$ cat src/rtl/dict_pkg.sv
// Shared types and default sizes for the word-dictionary search controller.
package dict_pkg;

  localparam int DICT_ENTRIES    = 8;
  localparam int DICT_KEY_WIDTH  = 8;
  localparam int DICT_KEY_LENGTH = 4;

  typedef enum logic [1:0] {
    OP_LOOKUP = 2'b00,
    OP_INSERT = 2'b01,
    OP_CLEAR  = 2'b10,
    OP_FORGET = 2'b11
  } op_t;

  typedef enum logic [1:0] {
    IDLE,
    SCAN,
    DONE
  } state_t;

endpackage

$ cat src/rtl/dict_key_compare.sv
// Combinational full-name equality between a stored dictionary entry and a search key.
module dict_key_compare #(
  parameter int KEY_WIDTH  = 8,
  parameter int KEY_LENGTH = 4
) (
  input  logic [KEY_WIDTH-1:0] i_a [KEY_LENGTH-1:0],
  input  logic [KEY_WIDTH-1:0] i_b [KEY_LENGTH-1:0],
  output logic                 o_match
);

  always_comb begin
    o_match = 1'b1;
    for (int c = 0; c < KEY_LENGTH; c++) begin
      if (i_a[c] != i_b[c]) o_match = 1'b0;
    end
  end

endmodule

$ cat src/rtl/dict_search_ctrl.sv
// Dictionary controller: insert/lookup/clear over valid/ready, newest-to-oldest scan.
// Optional forget operation (op 11) is built only when DICT_FORGET_EN is defined.
module dict_search_ctrl
  import dict_pkg::*;
#(
  parameter  int ENTRIES    = DICT_ENTRIES,
  parameter  int KEY_WIDTH  = DICT_KEY_WIDTH,
  parameter  int KEY_LENGTH = DICT_KEY_LENGTH,
  localparam int INDEX_BITS = $clog2(ENTRIES),
  localparam int COUNT_BITS = $clog2(ENTRIES + 1)
) (
  input  logic                  i_clk,
  input  logic                  i_reset,
  input  logic                  i_valid,
  output logic                  o_ready,
  input  logic [1:0]            i_op,
  input  logic [KEY_WIDTH-1:0]  i_key [KEY_LENGTH-1:0],
  output logic                  o_done,
  output logic                  o_found,
  output logic [INDEX_BITS-1:0] o_index,
  output logic                  o_error,
  output logic [COUNT_BITS-1:0] o_count
);

  localparam logic [COUNT_BITS-1:0] CAP = COUNT_BITS'(ENTRIES);

  state_t                  state_q, state_d;
  logic [INDEX_BITS-1:0]   ptr_q, ptr_d;
  logic [INDEX_BITS-1:0]   index_q, index_d;
  logic [COUNT_BITS-1:0]   count_q, count_d;
  logic                    found_q, found_d;
  logic                    error_q, error_d;
  logic                    write_en;
  logic                    accept;
  logic                    match;
  op_t                     req_op;
  logic [KEY_WIDTH-1:0]    key_q [KEY_LENGTH-1:0];
  logic [KEY_WIDTH-1:0]    dict_q [ENTRIES-1:0][KEY_LENGTH-1:0];
  logic [KEY_WIDTH-1:0]    entry [KEY_LENGTH-1:0];
`ifdef DICT_FORGET_EN
  logic                    forget_q;
`endif

  assign req_op = op_t'(i_op);
  assign accept = i_valid && (state_q == IDLE);

  always_comb begin
    for (int c = 0; c < KEY_LENGTH; c++) entry[c] = dict_q[ptr_q][c];
  end

  dict_key_compare #(
    .KEY_WIDTH (KEY_WIDTH),
    .KEY_LENGTH(KEY_LENGTH)
  ) u_compare (
    .i_a    (entry),
    .i_b    (key_q),
    .o_match(match)
  );

  always_comb begin
    state_d  = state_q;
    ptr_d    = ptr_q;
    count_d  = count_q;
    found_d  = found_q;
    index_d  = index_q;
    error_d  = error_q;
    write_en = 1'b0;
    case (state_q)
      IDLE: begin
        if (i_valid) begin
          found_d = 1'b0;
          index_d = '0;
          error_d = 1'b0;
          state_d = DONE;
          case (req_op)
            OP_INSERT: begin
              if (count_q < CAP) begin
                write_en = 1'b1;
                index_d  = count_q[INDEX_BITS-1:0];
                count_d  = count_q + 1'b1;
              end else begin
                error_d = 1'b1;
              end
            end
            OP_CLEAR: count_d = '0;
`ifdef DICT_FORGET_EN
            OP_LOOKUP, OP_FORGET: begin
`else
            OP_LOOKUP: begin
`endif
              if (count_q != '0) begin
                ptr_d   = INDEX_BITS'(count_q - 1'b1);
                state_d = SCAN;
              end
            end
`ifndef DICT_FORGET_EN
            OP_FORGET: error_d = 1'b1;
`endif
          endcase
        end
      end
      SCAN: begin
        if (match) begin
          found_d = 1'b1;
          index_d = ptr_q;
          state_d = DONE;
`ifdef DICT_FORGET_EN
          // Forgetting a word also drops every definition made after it.
          if (forget_q) count_d = COUNT_BITS'(ptr_q);
`endif
        end else if (ptr_q == '0) begin
          index_d = '0;
          state_d = DONE;
`ifdef DICT_FORGET_EN
          if (forget_q) error_d = 1'b1;
`endif
        end else begin
          ptr_d = ptr_q - 1'b1;
        end
      end
      DONE:    state_d = IDLE;
      default: state_d = IDLE;
    endcase
  end

  always_ff @(posedge i_clk) begin
    if (i_reset) begin
      state_q <= IDLE;
      ptr_q   <= '0;
      count_q <= '0;
      found_q <= 1'b0;
      index_q <= '0;
      error_q <= 1'b0;
    end else begin
      state_q <= state_d;
      ptr_q   <= ptr_d;
      count_q <= count_d;
      found_q <= found_d;
      index_q <= index_d;
      error_q <= error_d;
    end
  end

  // Key latch and name table are plain storage; reset deliberately leaves them alone.
  always_ff @(posedge i_clk) begin
    if (accept) begin
      for (int c = 0; c < KEY_LENGTH; c++) key_q[c] <= i_key[c];
`ifdef DICT_FORGET_EN
      forget_q <= (req_op == OP_FORGET);
`endif
    end
    if (write_en && !i_reset) begin
      for (int c = 0; c < KEY_LENGTH; c++) dict_q[count_q[INDEX_BITS-1:0]][c] <= i_key[c];
    end
  end

  assign o_ready = (state_q == IDLE);
  assign o_done  = (state_q == DONE);
  assign o_found = found_q;
  assign o_index = index_q;
  assign o_error = error_q;
  assign o_count = count_q;

endmodule

$ cat config.mk
export PLATFORM = sky130hd
export DESIGN_NAME = dict_search_ctrl
export DESIGN_NICKNAME = d
export VERILOG_FILES = /design/src/rtl/dict_pkg.sv /design/src/rtl/dict_key_compare.sv /design/src/rtl/dict_search_ctrl.sv
export SDC_FILE = /design/constraint.sdc
export NUM_CORES = 1
export LEC_CHECK = 0
export ABC_AREA = 0
export BUFFER_PORTS_ARGS = -buffer_cell sky130_fd_sc_hd__buf_2
export CAP_MARGIN = 20
export CORE_MARGIN = 2
export CORE_UTILIZATION = 40
export CTS_CLUSTER_DIAMETER = 200
export DETAILED_ROUTE_END_ITERATION = 8
export GPL_TIMING_DRIVEN = 0
export HOLD_SLACK_MARGIN = 0.1
export PLACE_DENSITY = 0.59
export SYNTH_ARGS = -nofsm -noshare
export SYNTH_HDL_FRONTEND = slang
export SYNTH_HIERARCHICAL = 1
export SYNTH_SLANG_ARGS = --single-unit
$ cat constraint.sdc
create_clock -name i_clk -period 10.5 [get_ports i_clk]
set_clock_uncertainty 0.2 [all_clocks]
set_input_delay 0 -clock i_clk [delete_from_list [all_inputs] [get_ports i_clk]]
set_output_delay 0 -clock i_clk [all_outputs]
set_load 0.03 [all_outputs]
# After elaboration in Yosys (flattened, before gate mapping)

Memory sizes are Yosys's and may differ from the RTL's. A register that Yosys moved wholly into a read port is not among the register bits.
Cells that the tools add are included.

Input bits: 37
Flip-flop bits (word level): 46
Memory bits (writable): 256
Logic and storage cells: 84
Output and inout bits: 11
Memories kept: 1

Equality and inequality tests: 17
Order comparisons: 1
Mux-type cells: 37
Add/sub/neg operators: 3
Reduce and logical (&&, ||, !) cells: 15

Memory list:

| memory | depth | bits a word | read ports | clocked after Yosys merged registers in | write ports | RTL line               | source |
|---|---|---|---|---|---|---|---|
| dict_q | 8     | 32          | 1          | 1                                       | 1           | dict_search_ctrl.sv:38 | `logic [KEY_WIDTH-1:0] dict_q [ENTRIES-1:0][KEY_LENGTH-1:0];` |

Operator list:

| operator            | count |
|---|---|
| $mux 3              | 12 |
| $ne 8x8->1          | 4 |
| $mux 1              | 13 |
| $pmux 3 s2          | 2 |
| $mux 2              | 5 |
| $ne 2x2->1 const B  | 5 |
| $pmux 4 s2          | 1 |
| $eq 2x2->1 const B  | 3 |
| $reduce_and 3->1    | 2 |
| $reduce_and 6->1    | 1 |
| $sub 3x1->3 const B | 2 |
| $add 4x1->4 const B | 1 |
| $eq 2x1->1 const B  | 2 |
| $logic_not 2->1     | 2 |
| $lt 4x4->1 const B  | 1 |
| $mux 4              | 1 |
| $ne 2x1->1 const B  | 2 |
| $pmux 1 s2          | 2 |
| $pmux 2 s2          | 1 |
| $reduce_and 2->1    | 2 |
| $reduce_and 4->1    | 1 |
| $reduce_bool 2->1   | 2 |
| $reduce_bool 4->1   | 1 |
| $logic_not 3->1     | 1 |
| other kinds (3)     | 4 |

# Longest topological paths before layout

Gate-level depths: netlist of run 1.

Depth after elaboration: 9
Mapped depth: 11
Gate-level depth less buffers: 9

# Cells and area by module

The synthesis of run 1 kept the hierarchy.

Modules (own cells, without submodules):

| module           | seq. area each (um^2) | instances | area each (um^2) | cells an instance |
|---|---|---|---|---|
| dict_search_ctrl | 8,988.6               | 1         | 11,446.0         | 510 |
| dict_key_compare | 0.0                   | 1         | 346.6            | 43 |

# Worst setup path before layout of run 1

OpenSTA, ideal clock, no wires.

Path type: reg2reg
Start: reg state_q[1]
End: mem dict_q[3][0] (netlist bit), enable pin
Clock period less this slack: 4,583 ps
Buffers on the path: 1
Cell stages (with the launch flop): 6
Setup slack: 5,917 ps
Required time: 9,839 ps
Data arrival time: 3,922 ps
Cells stage by stage: dfxtp_1 > or3b_4 > inv_1 > buf_2 > nand4b_1 > nor3_1

Word-level cells in the longest chain between the ends: 5

RTL lines:

| element                      | RTL line                | source |
|---|---|---|
| start, declared              | dict_search_ctrl.sv:27  | `state_t state_q, state_d;` |
| start signal, assigned       | dict_search_ctrl.sv:135 | `state_q <= state_d;` |
| $logic_not 2->1              | dict_search_ctrl.sv:68  | `case (state_q)` |
| $mux 1                       | dict_search_ctrl.sv:68  |  |
| $logic_and 1x1->1            | dict_search_ctrl.sv:152 | `if (write_en && !i_reset) begin` |
| $mux 1                       | dict_search_ctrl.sv:152 |  |
| $mux 1 (not written as such) | dict_search_ctrl.sv:153 | `for (int c = 0; c < KEY_LENGTH; c++) dict_q[count_q[INDEX_BITS-1:0]][c] <= i_key[c];` |
| end, declared                | dict_search_ctrl.sv:38  |  |

Every way passes these cells.

==> key figures, run 1 <==
Status
  • Status: finished, final reports clean

Global route
  • Total GRT Usage: 16.3%
  • Initial antenna violation count: 0
  • Global-route wire length before repair: 37.5 mm
  • Largest net degree at the start of global routing: 42
  • Congestion Overflow GR: 0
  • Vias in the first global route: 6237

Cells and area
  • Most frequent cells in the layout: edfxtp_1 (288), dlygate4sd3_1 (72), mux4_2 (64), buf_2 (54), xor2_1 (34)
  • Nets: 761
  • Antenna diode count: 0
  • P&R area growth vs syn: 22.1%
  • Share of post-route cells with drive strength above 1: a little under 30%
  • Commonest non-fill, non-tap cell in the layout: edfxtp_1

Synth
  • Main synth FF type: edfxtp_1
  • Post-synthesis cell count: 553
  • Multiplexer area fraction after synthesis: about 15%
  • Post-synth EDFFs: 288
  • Complex-gate fraction of the synthesized area: under 10%
  • Yosys reg bits: 305
  • Adder-cell share of the synthesized area: 0.318%
  • Syn_nets: 593
  • Main combinational cell family by area after synthesis: multiplexers
  • XOR/XNOR Fraction of Synth Area: 2.60%
  • Synth Area in Simple Gates: roughly 2.6%
  • Synth Cell Area: 11800 um^2
  • Register area share after synthesis: 76.2%
  • Mean Syn Cell Area: 21.3 um^2
  • Proportion of synthesized flip-flops having asynchronous set or reset: 0%
  • Yosys warns: 6
  • Netlist cell types: roughly 40

Power and ir drop
  • NetSw: 0.490 mW
  • Cell area power density: 167 nW/um^2
  • Combinational cell fraction of total power: 4.5%
  • Max VDD drop: 0.000148 V
  • Clk pwr share: about 40%
  • Cell internal pwr: 1.92 mW
  • Sequential share of power: 56.1%
  • Overall power: 2.41 mW
  • Switch share: a little over 20%
  • Static Leak: 4.64 nW

STA
  • Slew at the pin closest to its max-slew limit: 0.832 ns
  • F_max: just under 0.2 GHz
  • Endpoints failing hold: 0
  • Slew margin rel.: 44.2%
  • Setup TNS: 0 ns
  • Slew Limit Fails: 0
  • Final setup vio count: 0
  • Final Cycle Share: 48.9%
  • Crit path time final: 5.13 ns
  • RSZ-0062 raised after global routing: false

Job
  • Max cap viols: 0

Worst hold path
  • Hold Path Class: primary input to flop
  • Worst hold start: i_key[16]

Detailed routing
  • DRT Wirelength: 24.8 mm
  • 1st-pass router iterations: 5
  • Initial drt markers: 531
  • Via count: around 5900
  • Wirelength per Cell: 22.0 um
  • # DRC: 0
  • Antenna Nets Post-Route: 0
  • Vias per cell: 5.26

Clocking
  • Root Driver: clkbuf_16
  • Maximum clock insertion buffer count: 3
  • Clock-pin slew of the registers on the worst-case setup and hold paths: 0.06 ns
  • Worst skew pair latency: 0.55 ns
  • CTS tree: done
  • H-tree depth: 1
  • CTS buffer count: 30
  • Post_cts resized: 0
  • TritonCTS Sinks: 305

Placed design
  • PortBufs: 46
  • Detail Placement HPWL: 15.3 mm
  • GP Congestion: between 0.7 and 0.8

Floorplanning
  • Site Rows: 62
  • Top Ports: 48
  • DIE AREA: 30900 um^2
  • Initial Utilization: 40.9%
  • Die H: 176 um
  • Core area: 28900 um^2
  • Die Wd: 176 um

Critical path
  • Crit path max fanout: 10
  • Critical Path Start Type: flop
  • Crit path arrival time: between 5 and 6 ns
  • WP data required: 10.74 ns
  • Setup crit end kind: flop
  • Type of the worst setup path: flop to flop
cells by family after synthesis:
family                   after synthesis
flip-flops                           305
adder cells (fa/ha/maj)                3
buffers and inverters                 26
XOR/XNOR                              35
AND/OR/NAND/NOR                       57
multiplexers                          98
AO/OA/AOI/OAI                         29
metrics by stage:
step	instances	hold slack [ns]	util, %	cell area [um^2]	worst slack (ns)
floorplan	553	-0.121	-	11800	5.92
global placement	983	0.0599	43.3	12500	2.76
detailed placement	1000	0.0583	44.3	12800	5.78
CTS	1126	0.104	49.8	14400	5.38
global route	1127	0.114	49.9	14400	5.21
finish	1127	0.111	49.9	14400	5.37
state kept, by name, summed over array words and instances (netlist names), named ones only:
| signal | count |
|---|---|
| o_found | 1 |
| ptr_q | 3 |
| key_q | 32 |
| o_count | 4 |
| o_error | 1 |
| state_q | 2 |
| o_index | 3 |
| dict_q | 256 |
what timing repair did:
item / in CTS / in global routing
hold endpoints to repair: 305 / 0
buffers inserted: 0 / 0
hold buffers: 72 / 0
critical path, stage by stage, from the launching register on:
cell and delay [ns]:
dfxtp_1 0.33, clkbuf_1 0.49, clkbuf_1 0.66, mux4_2 0.41
mux2_2 0.28, xor2_1 0.20, nor4_1 0.66, nand4_1 0.17
nor2_1 0.47, nor3_1 0.26, nor2_2 0.21, o31ai_1 0.10
dlygate4sd3_1 0.55
synthesized netlist by cell type (3+ instances only):
master	number	share of area (%)
a32oi_1	3	0.22
edfxtp_1	288	73
nor4_1	9	0.48
o21ai_0	6	0.25
nand4_1	5	0.27
nor3_1	5	0.21
nor2_1	15	0.48
buf_2	8	0.34
nand2_1	7	0.22
a21oi_1	7	0.30
clkbuf_1	12	0.38
inv_1	5	0.16
mux2_2	32	3.1
mux4_2	64	12
xor2_1	34	2.5
dfxtp_1	17	2.9
ha_1	3	0.32
a221oi_1	3	0.22
nor2b_1	4	0.21
routing by layer:
layer	track usage (%)	vias to the layer above	share of wire, %
met4	3.24	0	1.8
met1	23.3	3106	46
met5	0	-	0
met2	26.9	163	48
li1	-	2631	-
met3	2.45	31	4.8
layout make-up:
| type | instances | area (um^2) |
|---|---|---|
| Buffer | 21 | 88.8 |
| Clock inverter | 14 | 76.3 |
| Multi-Input combinational cell | 222 | 2740 |
| Timing Repair Buffer | 136 | 1210 |
| Clock buffer | 40 | 788 |
| Tap cell | 384 | 480 |
| Sequential cell | 305 | 8990 |
| Inverter | 5 | 18.8 |
| Fill cell | 2375 | 14500 |
worst paths after layout:
path              slack (ns)  cells after the start                       to
setup / recovery        5.37                     12    ptr_q[2]$_SDFFE_PP0P_
hold / removal          0.11                      2  dict_q[3][16]$_DFFE_PP_
setup reg to reg        5.37                     12    ptr_q[2]$_SDFFE_PP0P_
hold reg to reg         0.26                      2     o_error$_SDFFE_PP0P_
power groups by stage:
stage | Combinational, mW | Sequential, mW | Clock, mW
3_5_place_dp | 0.0861 | 1.38 | 0
6_report | 0.108 | 1.35 | 0.950
2_1_floorplan | 0.0431 | 1.38 | 0
3_3_place_gp | 0.0809 | 1.38 | 0
5_1_grt | 0.117 | 1.35 | 1.02
4_1_cts | 0.107 | 1.35 | 0.972
(Power assumes the default switching activity.)
==> inputs of run 2 (changes only) <==
Clock period 10.5 ns to 4.8 ns, I/O delays scaled along.
==> run 2 against run 1 <==
Non-clock buffer count shrank 2; maximum frequency grew 15%; clock-buffer cell count is the same; final area is essentially flat; sequential power grew 120%; combinational power grew 120%; critical path depth shrank 1; via count shrank 0.30%; power grew 120%; largest power group unchanged; critical path type unchanged; highest routed layer unchanged; core utilization is essentially flat; die area is the same.
==> key figures, run 2 (synthesis results as in run 1) <==
Status
  • Status: finished, final reports clean

Clocking
  • Root Driver: clkbuf_16
  • CTS tree: done
  • Worst skew pair latency: 0.55 ns (about the same)
  • TritonCTS Sinks: 305 (unchanged)
  • CTS buffer count: 30 (unchanged)
  • H-tree depth: 1 (unchanged)
  • Clock-pin slew of the registers on the worst-case setup and hold paths: 0.06 ns (about the same)
  • Maximum clock insertion buffer count: 3 (unchanged)

STA
  • Final Cycle Share: 93.3% (+44 points)
  • Slew margin rel.: 44.3% (+0.094 points)
  • Endpoints failing hold: 0 (unchanged)
  • Slew Limit Fails: 0 (unchanged)
  • F_max: 0.223 GHz (+15%)
  • Crit path time final: 4.48 ns (-0.657 ns)
  • Final setup vio count: 0 (unchanged)
  • RSZ-0062 raised after global routing: false
  • Slew at the pin closest to its max-slew limit: 0.831 ns (-0.00141 ns)
  • Setup TNS: 0 ns (unchanged)

Detailed routing
  • 1st-pass router iterations: 5 (unchanged)
  • Vias per cell: 5.26 (-0.13%)
  • DR WL met3: 1.28 mm (+6.4%)
  • Routed length on met2: 11.8 mm (-0.15%)
  • Antenna Nets Post-Route: 0 (unchanged)
  • Top Metal Used: met4
  • Via count: 5913 (-0.30%)
  • DRT Wirelength: 24.8 mm (+0.11%)
  • Wirelength per Cell: 22.0 um (+0.29%)
  • # DRC: 0 (unchanged)
  • WL met1: 11.3 mm (about the same)
  • Initial drt markers: 533 (+0.38%)

Cells and area
  • Multi-input gate area: 2740 um^2 (unchanged)
  • Commonest non-fill, non-tap cell in the layout: edfxtp_1
  • P&R area growth vs syn: 22.0% (about the same)
  • FF/Latch Area: 8990 um^2 (unchanged)
  • Antenna diode count: 0 (unchanged)
  • Nets: 759 (-0.26%)
  • Largest register FFs: 256 (unchanged)
  • Non-Filler Instances: 1125 (-0.18%)
  • Most frequent cells in the layout: edfxtp_1 (288), dlygate4sd3_1 (70), mux4_2 (64), buf_2 (54), xor2_1 (34)
  • Fillers: 2378 (+0.13%)
  • Final core occ: 49.8% (about the same)
  • Share of post-route cells with drive strength above 1: 30.0% (+0.89 points)
  • Post-route cell area: 14400 um^2 (about the same)

Critical path
  • CP max stage cell: nor4_1
  • R2R depth: 11 (-1)
  • CP cell instances: clkbuf_1 -> clkbuf_2 -> mux4_2 -> mux2_2 -> xor2_1 -> nor4_1 -> nand4_1 -> nor2_1 -> nor3_1 -> o21ai_0 -> o311a_1
  • Setup crit end kind: flop
  • Crit path arrival time: 4.76 ns (-0.61 ns)
  • Worst path max stage delay: 0.60 ns (-0.06 ns)
  • Type of the worst setup path: flop to flop
  • Crit path max fanout: 10 (unchanged)
  • WP data required: 5.09 ns (-5.65 ns)
  • Critical Path Start Type: flop

Global route
  • Global-route wire length before repair: 37.5 mm (-0.11%)
  • Congestion Overflow GR: 0 (unchanged)
  • Vias in the first global route: 6225 (-0.19%)
  • Initial antenna violation count: 0 (unchanged)
  • Largest net degree at the start of global routing: 42 (unchanged)
  • Total GRT Usage: 16.3% (about the same)

Power and ir drop
  • Cell area power density: 366 nW/um^2 (+120%)
  • Max VDD drop: 0.000325 V (+120%)
  • Overall power: 5.27 mW (+120%)
  • Static Leak: 4.65 nW (+0.17%)

Placed design
  • DP Area: 12800 um^2 (unchanged)
  • Placed Cells: 1000 (unchanged)
  • PortBufs: 46 (unchanged)
  • GP Congestion: 0.785 (unchanged)
  • Detail Placement HPWL: 15.3 mm (unchanged)

Worst hold path
  • Min-Delay Path Depth: 2 (unchanged)
  • Worst hold start: i_key[16]
  • Hold Path Class: primary input to flop

Job
  • Max cap viols: 0 (unchanged)

Floorplanning
  • Initial Utilization: 40.9% (unchanged)
  • Die Wd: 176 um (unchanged)
  • Core area: 28900 um^2 (unchanged)
  • DIE AREA: 30900 um^2 (unchanged)
  • Die H: 176 um (unchanged)
  • Top Ports: 48 (unchanged)
  • Site Rows: 62 (unchanged)
[run 2: repair_timing]
item | CTS | global route
gates resized for setup | 0 | 12
hold buffers | 70 | 0
setup endpoints to repair | 0 | 5
endpoints found under the hold margin | 305 | 0
setup buffers | 0 | 0
[run 2: through the flow]
| stage | hold WS [ns] | setup slack, ns |
|---|---|---|
| 2_1_floorplan | -0.121 | 0.217 |
| 3_3_place_gp | 0.0599 | -2.94 |
| 3_5_place_dp | 0.0583 | 0.0807 |
| 4_1_cts | 0.104 | 0.0550 |
| 5_1_grt | 0.114 | 0.133 |
| 6_report | 0.111 | 0.324 |
[run 2: critical path: cells and delay by family (launching register included)]
family                 cells  cell delay [ns]
AO/OA/AOI/OAI              2             0.55
buffers and inverters      2             0.93
AND/OR/NAND/NOR            4             1.55
XOR/XNOR                   1             0.20
flip-flops                 1             0.33
multiplexers               2             0.64
[run 2: final timing paths]
| path | end | slack, ns |
|---|---|---|
| max | flop | 0.32 |
| min | dict_q[3][16]$_DFFE_PP_ | 0.11 |
| max reg2reg | flop | 0.32 |
| min reg2reg | o_error$_SDFFE_PP0P_ | 0.26 |
[run 2: power breakdown]
part / total (mW) / internal, mW / leakage (nW) / switching, mW
logic: 0.235 / 0.106 / 1.47 / 0.129
registers: 2.96 / 2.94 / 2.75 / 0.0140
clock network: 2.08 / 1.15 / 0.423 / 0.929
[run 2: metal layers]
metal	up-vias	track usage [%]
li1	2628	-
met1	3071	23.3
met2	184	26.8
met3	30	2.45
met4	0	3.24
met5	-	0
[run 2: final cells by class]
cell class | count | area share, %
clock inverter | 14 | 0.531
clock buffer | 40 | 5.48
sequential | 305 | 62.5
timing repair buffer | 134 | 8.30
inverter | 5 | 0.130
buffer | 21 | 0.670
multi-input combinational | 222 | 19.1
tap | 384 | 3.34
